## src/rtl/vga_plot_arbiter_if.sv

```systemverilog
`default_nettype none
// ============================================================================
// Module      : vga_plot_arbiter_if
// Description : Requester-side pixel bus shared by the four drawing engines
//               and the plot arbiter. Each engine owns one slot of the packed
//               x/y/colour vectors.
//   req       : per-requester request, held while a pixel is presented
//   last      : presented pixel is the final pixel of the shape
//   x_in      : requester i x at [8i+7:8i]
//   y_in      : requester i y at [7i+6:7i]
//   colour_in : requester i colour at [CW*i+CW-1:CW*i]
//   gnt       : one-hot registered grant
//   ack       : combinational, high in the cycle a pixel is accepted
// Revision    : 1.0 - initial release
// ============================================================================
interface vga_plot_arbiter_if #(
    parameter int CW = 3
);
    logic [3:0]      req;
    logic [3:0]      last;
    logic [31:0]     x_in;
    logic [27:0]     y_in;
    logic [4*CW-1:0] colour_in;
    logic [3:0]      gnt;
    logic [3:0]      ack;

    // Drawing engines
    modport master (
        output req, last, x_in, y_in, colour_in,
        input  gnt, ack
    );

    // Arbiter
    modport slave (
        input  req, last, x_in, y_in, colour_in,
        output gnt, ack
    );
endinterface
`default_nettype wire

```

## src/rtl/vga_plot_arbiter.sv

```systemverilog
`default_nettype none
// ============================================================================
// Module      : vga_plot_arbiter
// Description : Shares the vga_adapter pixel-write port among four drawing
//               engines. One engine is granted for a whole shape (burst),
//               round-robin between shapes. Accepted pixels are registered and
//               strobed on plot for one cycle; off-screen pixels are dropped
//               and flagged on clipped. Optional slow pacing for visible
//               drawing.
//   CLOCK_50 : system clock (rising edge)
//   resetn   : asynchronous active-low reset
//   slow     : 1 = accept at most one pixel per SLOW_DIV cycles
//   bus      : requester bus (req/last/x_in/y_in/colour_in/gnt/ack)
//   x, y, colour, plot : registered pixel write to vga_adapter
//   busy     : high while a burst is in progress
//   clipped  : one-cycle pulse in place of plot for an off-screen pixel
// Revision    : 1.0 - initial release
// ============================================================================
module vga_plot_arbiter #(
    parameter int SLOW_DIV = 1000000,
    parameter int XMAX     = 159,
    parameter int YMAX     = 119,
    parameter int CW       = 3
) (
    input  wire logic           CLOCK_50,
    input  wire logic           resetn,
    input  wire logic           slow,
    vga_plot_arbiter_if.slave   bus,
    output logic [7:0]          x,
    output logic [6:0]          y,
    output logic [CW-1:0]       colour,
    output logic                plot,
    output logic                busy,
    output logic                clipped
);
    localparam int CNT_W = (SLOW_DIV > 2) ? $clog2(SLOW_DIV) : 1;

    typedef enum logic [0:0] {
        IDLE  = 1'b0,
        BURST = 1'b1
    } state_t;

    state_t           state;
    logic [3:0]       gnt_q;
    logic [1:0]       last_winner;   // also the current owner while in BURST
    logic [CNT_W-1:0] count;

    logic [1:0]    win;
    logic          tick;
    logic          accept;
    logic [3:0]    ack_w;
    logic [7:0]    sel_x;
    logic [6:0]    sel_y;
    logic [CW-1:0] sel_colour;
    logic          onscreen;

    // Round-robin pick: first requesting slot after the previous winner.
    always_comb begin
        logic       found;
        logic [1:0] idx;
        win   = 2'd0;
        found = 1'b0;
        idx   = 2'd0;
        for (int k = 1; k <= 4; k++) begin
            idx = last_winner + 2'(k);
            if (!found && bus.req[idx]) begin
                win   = idx;
                found = 1'b1;
            end
        end
    end

    assign tick       = !slow || (count == CNT_W'(SLOW_DIV - 1));
    assign accept     = (state == BURST) && bus.req[last_winner] && tick;
    assign ack_w      = accept ? (4'b0001 << last_winner) : 4'b0000;
    assign sel_x      = bus.x_in[{last_winner, 3'b000} +: 8];
    assign sel_y      = bus.y_in[7*last_winner +: 7];
    assign sel_colour = bus.colour_in[CW*last_winner +: CW];
    assign onscreen   = (sel_x <= 8'(XMAX)) && (sel_y <= 7'(YMAX));

    assign bus.ack = ack_w;
    assign bus.gnt = gnt_q;
    assign busy    = (state == BURST);

    always_ff @(posedge CLOCK_50 or negedge resetn) begin
        if (!resetn) begin
            state       <= IDLE;
            gnt_q       <= 4'b0000;
            last_winner <= 2'd3;
            count       <= '0;
            plot        <= 1'b0;
            clipped     <= 1'b0;
            x           <= 8'd0;
            y           <= 7'd0;
            colour      <= '0;
        end else begin
            plot    <= 1'b0;
            clipped <= 1'b0;
            case (state)
                IDLE: begin
                    count <= '0;
                    if (|bus.req) begin
                        state       <= BURST;
                        gnt_q       <= 4'b0001 << win;
                        last_winner <= win;
                    end
                end
                BURST: begin
                    // Divider runs only in slow mode; restarts from 0 when slow rises.
                    if (slow)
                        count <= tick ? '0 : count + CNT_W'(1);
                    else
                        count <= '0;

                    if (!bus.req[last_winner]) begin
                        // Requester abandoned its shape: release without plotting.
                        state <= IDLE;
                        gnt_q <= 4'b0000;
                    end else if (accept) begin
                        if (onscreen) begin
                            plot   <= 1'b1;
                            x      <= sel_x;
                            y      <= sel_y;
                            colour <= sel_colour;
                        end else begin
                            // Pixel coordinates on the adapter bus are kept
                            // for the last visible pixel only.
                            clipped <= 1'b1;
                        end
                        if (bus.last[last_winner]) begin
                            state <= IDLE;
                            gnt_q <= 4'b0000;
                        end
                    end
                end
                default: begin
                    state <= IDLE;
                    gnt_q <= 4'b0000;
                end
            endcase
        end
    end
endmodule
`default_nettype wire

```

## src/flat_wrapper.sv

```systemverilog
// flat-port wrapper written by rule: the top's interface ports become plain ports
module vga_plot_arbiter_flat 
#(
    parameter int SLOW_DIV = 1000000,
    parameter int XMAX     = 159,
    parameter int YMAX     = 119,
    parameter int CW       = 3
)
  (CLOCK_50, resetn, slow, x, y, colour, plot, busy, clipped, bus_req, bus_last, bus_x_in, bus_y_in, bus_colour_in, bus_gnt, bus_ack);
  vga_plot_arbiter_if #(.CW(CW)) bus_i ();
  input  wire logic CLOCK_50;
  input  wire logic resetn;
  input  wire logic slow;
  output logic [7:0] x;
  output logic [6:0] y;
  output logic [CW-1:0] colour;
  output logic plot;
  output logic busy;
  output logic clipped;
  input wire logic [$bits(bus_i.req)-1:0] bus_req;
  input wire logic [$bits(bus_i.last)-1:0] bus_last;
  input wire logic [$bits(bus_i.x_in)-1:0] bus_x_in;
  input wire logic [$bits(bus_i.y_in)-1:0] bus_y_in;
  input wire logic [$bits(bus_i.colour_in)-1:0] bus_colour_in;
  output wire logic [$bits(bus_i.gnt)-1:0] bus_gnt;
  output wire logic [$bits(bus_i.ack)-1:0] bus_ack;
  assign bus_i.req = bus_req;
  assign bus_i.last = bus_last;
  assign bus_i.x_in = bus_x_in;
  assign bus_i.y_in = bus_y_in;
  assign bus_i.colour_in = bus_colour_in;
  assign bus_gnt = bus_i.gnt;
  assign bus_ack = bus_i.ack;
  vga_plot_arbiter #(.SLOW_DIV(SLOW_DIV), .XMAX(XMAX), .YMAX(YMAX), .CW(CW)) u_core (.CLOCK_50(CLOCK_50), .resetn(resetn), .slow(slow), .bus(bus_i), .x(x), .y(y), .colour(colour), .plot(plot), .busy(busy), .clipped(clipped));
endmodule
```

## config.mk

```make
export PLATFORM = sky130hd
export DESIGN_NAME = vga_plot_arbiter_flat
export DESIGN_NICKNAME = d
export VERILOG_FILES = /design/src/rtl/vga_plot_arbiter_if.sv /design/src/rtl/vga_plot_arbiter.sv /design/src/flat_wrapper.sv
export SDC_FILE = /design/constraint.sdc
export NUM_CORES = 1
export LEC_CHECK = 0
export CORE_UTILIZATION = 40
export CTS_CLUSTER_SIZE = 8
export DETAILED_ROUTE_END_ITERATION = 7
export GPL_TIMING_DRIVEN = 0
export PLACE_DENSITY = 0.83
export SLEW_MARGIN = 0
export SYNTH_ARGS = -nofsm -noshare
export SYNTH_HDL_FRONTEND = slang
export SYNTH_SLANG_ARGS = --single-unit
```

## constraint.sdc

```tcl
create_clock -name CLOCK_50 -period 3.25 [get_ports CLOCK_50]
set_clock_uncertainty 0.15 [all_clocks]
set_input_delay 0.325 -clock CLOCK_50 [delete_from_list [all_inputs] [get_ports CLOCK_50]]
set_output_delay 0.325 -clock CLOCK_50 [all_outputs]
set_load 0.05 [all_outputs]
```

**Word level (Yosys, flattened, before mapping)**

Cells that the tools add are included.

- $lt $le $gt $ge: 6
- Add/sub/neg operators: 4
- Shifts and indexed selects: 5
- Muxes and demuxes: 39
- Equality and inequality tests: 4
- Reduce and logical (&&, ||, !) cells: 15
- Bitwise gates (word level): 1
- Multiply operators: 2

Operator list:

| kind | number |
|---|---|
| two-way mux 20 bit | 2 |
| one-hot mux 20 bit (2 select lines) | 1 |
| variable part select 32 x 6 -> 8 bit | 1 |
| variable part select 28 x 6 -> 7 bit | 1 |
| adder 20 x 1 -> 20 bit (second input constant) | 1 |
| equality test 20 bit (second input constant) | 1 |
| two-way mux 1 bit | 20 |
| two-way mux 4 bit | 5 |
| less-than comparator 2 x 3 -> 1 bit (second input constant) | 4 |
| variable part select 12 x 5 -> 3 bit | 1 |
| binary-select mux 1 bit (select 2 bit) | 5 |
| less-or-equal comparator 8 bit (second input constant) | 1 |
| two-way mux 2 bit | 4 |
| one-hot mux 4 bit (2 select lines) | 1 |
| left shift 1 x 2 -> 4 bit (first input constant) | 2 |
| less-or-equal comparator 7 bit (second input constant) | 1 |
| logical AND 1 bit | 6 |
| inequality test 3 bit (second input constant) | 2 |
| multiplier 3 x 2 -> 5 bit (first input constant) | 1 |
| adder 2 bit (second input constant) | 2 |
| zero test 1 bit | 4 |
| multiplier 2 x 2 -> 4 bit (first input constant) | 1 |
| AND reduction 4 bit | 1 |
| OR reduction 4 bit | 1 |
| other kinds (7) | 7 |

- Register bits: 47
- Word-level logic and storage cells: 85

**Depth between registers and ports, before layout**

- Depth in word-level cells: 16
- Depth in mapped cells: 11
- Mapped depth without buffers: 7

**Worst setup path before layout**

OpenSTA, ideal clock, no wires.

- Kind: reg-to-reg
- From: register u_core.last_winner[1]
- To: register u_core.gnt_q[3] (netlist: u_core.bus.gnt[3])
- Setup slack: -0.287 ns
- Arrival: 3.253 ns
- Stages on the path, launching flop included: 12
- Path buffers: 4
- Clock period less this slack: 3.537 ns
- Setup time: 0.134 ns
- Required time: 2.966 ns
- Path through: dfstp_2 -> clkbuf_1 -> buf_1 -> clkbuf_1 -> inv_1 -> ha_1 -> clkbuf_1 -> mux4_2 -> nor2b_1 -> a2111oi_0 -> a221o_1 -> o211ai_1

- Longest elaborated chain between the ends: 16

Ends and longest elaborated chain:

| item | RTL line | RTL |
|---|---|---|
| from (decl) | vga_plot_arbiter.sv:45 | `logic [1:0] last_winner;` |
| from (signal assigned) | vga_plot_arbiter.sv:105 | `last_winner <= win;` |
| adder 2 x 1 -> 2 bit | vga_plot_arbiter.sv:65 | `idx = last_winner + 2'(k);` |
| binary-select mux 1 bit (select 2 bit) | vga_plot_arbiter.sv:66 | `if (!found && bus.req[idx]) begin` |
| two-way mux 1 bit (implied by the code) | vga_plot_arbiter.sv:66 |  |
| two-way mux 1 bit | vga_plot_arbiter.sv:66 |  |
| zero test 1 bit | vga_plot_arbiter.sv:66 |  |
| logical AND 1 bit | vga_plot_arbiter.sv:66 |  |
| two-way mux 1 bit | vga_plot_arbiter.sv:66 |  |
| zero test 1 bit | vga_plot_arbiter.sv:66 |  |
| logical AND 1 bit | vga_plot_arbiter.sv:66 |  |
| two-way mux 1 bit | vga_plot_arbiter.sv:66 |  |
| zero test 1 bit | vga_plot_arbiter.sv:66 |  |
| logical AND 1 bit | vga_plot_arbiter.sv:66 |  |
| two-way mux 2 bit | vga_plot_arbiter.sv:66 |  |
| left shift 1 x 2 -> 4 bit | vga_plot_arbiter.sv:104 | `gnt_q <= 4'b0001 << win;` |
| two-way mux 4 bit | vga_plot_arbiter.sv:102 | `if (\|bus.req) begin` |
| one-hot mux 4 bit (2 select lines) | vga_plot_arbiter.sv:99 | `case (state)` |
| to (signal assigned) | vga_plot_arbiter.sv:104 |  |
| to (decl) | vga_plot_arbiter.sv:44 | `logic [3:0] gnt_q;` |

Parallel ways exist; a longest one is shown, timed or not. The select of a mux whose other input is x is not followed.
A chain may end at the register's enable or synchronous reset.

**Worst setup path after layout**

- From: register u_core.count[6]
- To: output port bus_ack[2]

- Longest elaborated chain between the ends: 4

Ends and longest elaborated chain:

| item | RTL line | RTL |
|---|---|---|
| from (decl) | vga_plot_arbiter.sv:46 | `logic [CNT_W-1:0] count;` |
| from (signal assigned) | vga_plot_arbiter.sv:111 | `count <= tick ? '0 : count + CNT_W'(1);` |
| equality test 20 bit | vga_plot_arbiter.sv:73 | `assign tick = !slow \|\| (count == CNT_W'(SLOW_DIV - 1));` |
| logical OR 1 bit | vga_plot_arbiter.sv:73 |  |
| logical AND 1 bit | vga_plot_arbiter.sv:74 | `assign accept = (state == BURST) && bus.req[last_winner] && tick;` |
| two-way mux 4 bit | vga_plot_arbiter.sv:75 | `assign ack_w = accept ? (4'b0001 << last_winner) : 4'b0000;` |
| to (decl) | flat_wrapper.sv:26 | `output wire logic [$bits(bus_i.ack)-1:0] bus_ack;` |

No other way between the ends.

==> impl.org <==
** STA
- Maximum frequency from static timing analysis :: 317 MHz
- Setup violations remaining at the end of the flow were counted as 0.
- Final Hold Fails :: 0
- Worst setup slack after layout :: roughly 100 ps
- Worst slew margin :: between 50% and 60%
- The final critical path takes up a little over nine tenths of the cycle.
- Tightest Pin Transition :: approximately 610 ps
- The clock period could shrink to about 3200 ps.
- The max-slew violation count came to 0.

** Placement
- Timing analysis after detailed placement gives a worst setup slack of -566 ps.
- The number of placed instances, taps included, is 447.
- Count of input and output buffers :: about 110
- Detailed placement HPWL :: around 6 mm
- Final weighted congestion of routability-driven global placement :: 0.831

** Yosys
- Syn nets :: 327
- Netlist Area Pre-Place :: 0.00289 mm²
- Flop and latch count out of synthesis :: 47
- A synthesized cell averages roughly 12 µm².
- Synthesis produced 239 cells.
- Share of the synthesized area in the top cell type :: 39.0%
- Share of synthesized area occupied by flip-flops and latches :: 40.8%
- Synth area leaders :: sky130_fd_sc_hd__dfrtp_1 (39%), sky130_fd_sc_hd__mux4_2 (18%), sky130_fd_sc_hd__mux2_4 (4.7%)
- The largest total area in the synthesized netlist belongs to sky130_fd_sc_hd__dfrtp_1.
- Count of different cell masters after synthesis :: 46
- Share of synthesized flip-flops with an asynchronous set or reset :: 100%
- Most used flip-flop cell after synthesis :: sky130_fd_sc_hd__dfrtp_1
- Yosys mapped a number of flops with a built-in enable equal to 0.
- Syn. warnings :: 0

** Floorplan
- The die is 87.0 µm wide.
- The die covers 0.00757 mm².
- Number of primary I/O pins :: 112
- Starting utilization of the core area :: 42.1%
- Core footprint :: 0.00687 mm²
- Die H :: 87.0 µm
- Cell row count :: 30

** CTS
- Clock tree from TritonCTS :: built
- H-Tree Level Count :: 2
- CTS placed an instance of sky130_fd_sc_hd__clkbuf_8 at the clock tree root.
- Skew-Pair Late Insertion Delay :: 310 ps
- The tree built by TritonCTS fans out to 47 sinks.
- The clock passes through at most 2 buffers.
- After clock tree synthesis, the clock-pin slew on the worst setup and hold paths is roughly 90 ps.
- TritonCTS created 5 clock buffers.

** Power
- Combinational fraction of design power :: 64.2%
- Static leakage :: 1.73 nW
- Net switching component of the power :: 1.51 mW
- Proportion of power drawn by flip-flops and latches :: 24.9%
- Net switching is 43.8% of the power.
- Power spread over the standard cell area amounts to 806 mW/mm².
- The worst-case IR drop observed on VDD is roughly 0.47 mV.
- Of the total power, the clock network draws 10.9%.
- Cell internal pwr :: 1.94 mW

** Route
- In the routed design, unresolved DRC markers number 0.
- Once detail routing completed, the nets flagged for antenna violations numbered 0.
- Before antenna repair, the detailed router went through 4 iterations.
- Final wirelength :: 7.53 mm
- Number of DRC violations after detailed-routing iteration 0 :: 147
- Summing over every cut layer, the via total after detailed routing is roughly 2400.
- Wire length per cell after detailed routing :: approximately 17 µm
- After detailed routing, the number of vias per cell comes to 5.38.

** GRT
- Final global-route overflow total :: 0
- Pin count of the biggest net entering global routing :: 37
- The number of global-route vias before repair came to about 2600.
- Wire length of the first global-routing pass :: about 12 mm
- Number of antenna violations at the first check in global routing :: 0
- Overall global routing resource usage :: between 20% and 30%

** Worst setup path
- Category of the worst setup path capture point :: output port
- The critical path is of the reg2out type.
- Type of origin of the critical path :: flip-flop
- Crit path required time :: around 2800 ps
- Biggest fanout along the worst timing path :: 5
- Data on the critical path arrives at its endpoint at 2680 ps.

** Cells and area
- The repair_antennas step left the layout with diodes totalling 0.
- Area overhead of the layout relative to synthesis :: 48.3%
- The finished layout holds about 460 standard cells, fillers aside.
- In the final layout, the multi-input gates occupy roughly 0.0017 mm².
- Share of cells above drive strength 1 :: 19.2%
- Reg area :: 0.00118 mm²
- The final layout contains 446 nets.
- The filler cells instantiated in the layout total around 580.

** Run
- Max_cap viols :: 0

** Run status
- Run status :: completed

** Hold path
- Classification of the worst-slack hold path :: in2async
power groups by stage:
stage / registers, mW / clock network [mW] / logic, mW
2_1_floorplan: 1.35 / 0 / 1.03
3_3_place_gp: 0.872 / 0 / 2.11
3_5_place_dp: 0.882 / 0 / 2.15
4_1_cts: 0.857 / 0.385 / 2.20
5_1_grt: 0.879 / 0.408 / 2.35
6_report: 0.859 / 0.376 / 2.22
path summary, 6_finish.rpt:
path                                                   start                            end  slack, ps  cells past startpoint
min                                                   resetn      u_core.count[0]$_DFF_PN0_        280                      2
min reg2reg                        u_core.count[0]$_DFF_PN0_      u_core.count[0]$_DFF_PN0_        310                      1
max reg2reg                u_core.last_winner[1]$_DFFE_PN1P_  u_core.bus.gnt[0]$_DFFE_PN0P_        150                     10
min in group CLOCK_50              u_core.count[0]$_DFF_PN0_      u_core.count[0]$_DFF_PN0_        310                      1
max in group asynchronous                             resetn      u_core.count[8]$_DFF_PN0_       2170                      3
max                                u_core.count[6]$_DFF_PN0_                     bus_ack[2]        100                      6
synth_stat cells (2+ instances only):
cell type,instances
sky130_fd_sc_hd__dfrtp_1,45
sky130_fd_sc_hd__nor2_1,29
sky130_fd_sc_hd__mux4_2,23
sky130_fd_sc_hd__nand2_1,14
sky130_fd_sc_hd__xor2_1,11
sky130_fd_sc_hd__mux2_2,10
sky130_fd_sc_hd__mux2_4,9
sky130_fd_sc_hd__and2_1,7
sky130_fd_sc_hd__nand3_1,7
sky130_fd_sc_hd__xnor2_1,7
sky130_fd_sc_hd__and3_1,6
sky130_fd_sc_hd__o21ai_0,6
sky130_fd_sc_hd__clkbuf_1,5
sky130_fd_sc_hd__ha_1,5
sky130_fd_sc_hd__nand4_1,5
sky130_fd_sc_hd__nor2b_1,5
sky130_fd_sc_hd__inv_1,4
sky130_fd_sc_hd__mux2i_1,4
sky130_fd_sc_hd__o211ai_1,4
sky130_fd_sc_hd__or2_2,3
sky130_fd_sc_hd__and4_1,2
sky130_fd_sc_hd__buf_2,2
sky130_fd_sc_hd__dfstp_2,2
sky130_fd_sc_hd__nor3_1,2
worst max-delay path, cell delays in order (launching register included):
cell and delay (ps):
sky130_fd_sc_hd__dfrtp_1 430, sky130_fd_sc_hd__or4_4 570, sky130_fd_sc_hd__nor4_2 290, sky130_fd_sc_hd__a21boi_2 140, sky130_fd_sc_hd__nor2_1 250, sky130_fd_sc_hd__and2_1 170, sky130_fd_sc_hd__dlygate4sd2_1 530
layout make-up:
cell class / instances / area share (%)
tap: 96 / 2.80
clock buffer: 7 / 2.01
buffer: 8 / 1.81
inverter: 4 / 0.350
multi-input combinational: 178 / 38.7
sequential: 47 / 27.5
clock inverter: 1 / 0.204
timing repair buffer: 114 / 26.6
per-stage QoR:
step / total power [mW] / hold WS [ps] / area (µm²) / setup TNS (ps) / util, %
after floorplan: 2.38 / -121 / 2900 / 0 / -
after global placement: 2.98 / 288 / 4130 / -2300 / 60.1
after detailed placement: 3.03 / 90.5 / 4140 / -2870 / 60.3
after CTS: 3.44 / 286 / 4270 / 0 / 62.1
after global routing: 3.63 / 319 / 4290 / -6.30 / 62.4
final: 3.45 / 280 / 4290 / 0 / 62.4
flip-flops by register name, summed over array words and instances (netlist names):
register and flops:
u_core.count 20, u_core.x 8, u_core.y 7, u_core.bus.gnt 4, u_core.colour 3, u_core.last_winner 2
u_core.busy 1, u_core.clipped 1, u_core.plot 1
cell usage in the layout (no fill, tap or decap), types with 5 or more instances in the layout:
cell,count
sky130_fd_sc_hd__and2_1,7
sky130_fd_sc_hd__and3_1,6
sky130_fd_sc_hd__clkbuf_8,7
sky130_fd_sc_hd__clkdlybuf4s50_1,106
sky130_fd_sc_hd__dfrtp_1,45
sky130_fd_sc_hd__mux2_2,10
sky130_fd_sc_hd__mux2_4,9
sky130_fd_sc_hd__mux4_2,23
sky130_fd_sc_hd__nand2_1,14
sky130_fd_sc_hd__nand3_1,7
sky130_fd_sc_hd__nand4_1,5
sky130_fd_sc_hd__nor2_1,29
sky130_fd_sc_hd__nor2b_1,5
sky130_fd_sc_hd__o21ai_0,6
sky130_fd_sc_hd__xnor2_1,7
sky130_fd_sc_hd__xor2_1,11
metal layers:
layer,global-route usage [%],part of all wire (%),up-vias
met4,8.03,1.9,0
met2,37.9,52,79
li1,-,-,1122
met3,4.74,5.5,11
met5,0,0,-
met1,26.2,41,1234
cells by family after synthesis:
kind of cell,share of synthesized area (%)
simple gates,15.5
flops,40.8
fa+ha+maj,2.17
xor+xnor,5.46
mux,27.9
compound gates,5.80
buf+inv,2.43
timing repair:
| action | in CTS | in global routing |
|---|---|---|
| setup endpoints to repair | 10 | 6 |
| hold buffers | 1 | 0 |
| pin swaps | 0 | 1 |
| resized for setup | 13 | 3 |
| endpoints found under the hold margin | 9 | 0 |
| buffers inserted | 1 | 0 |
(Power assumes the default switching activity.)
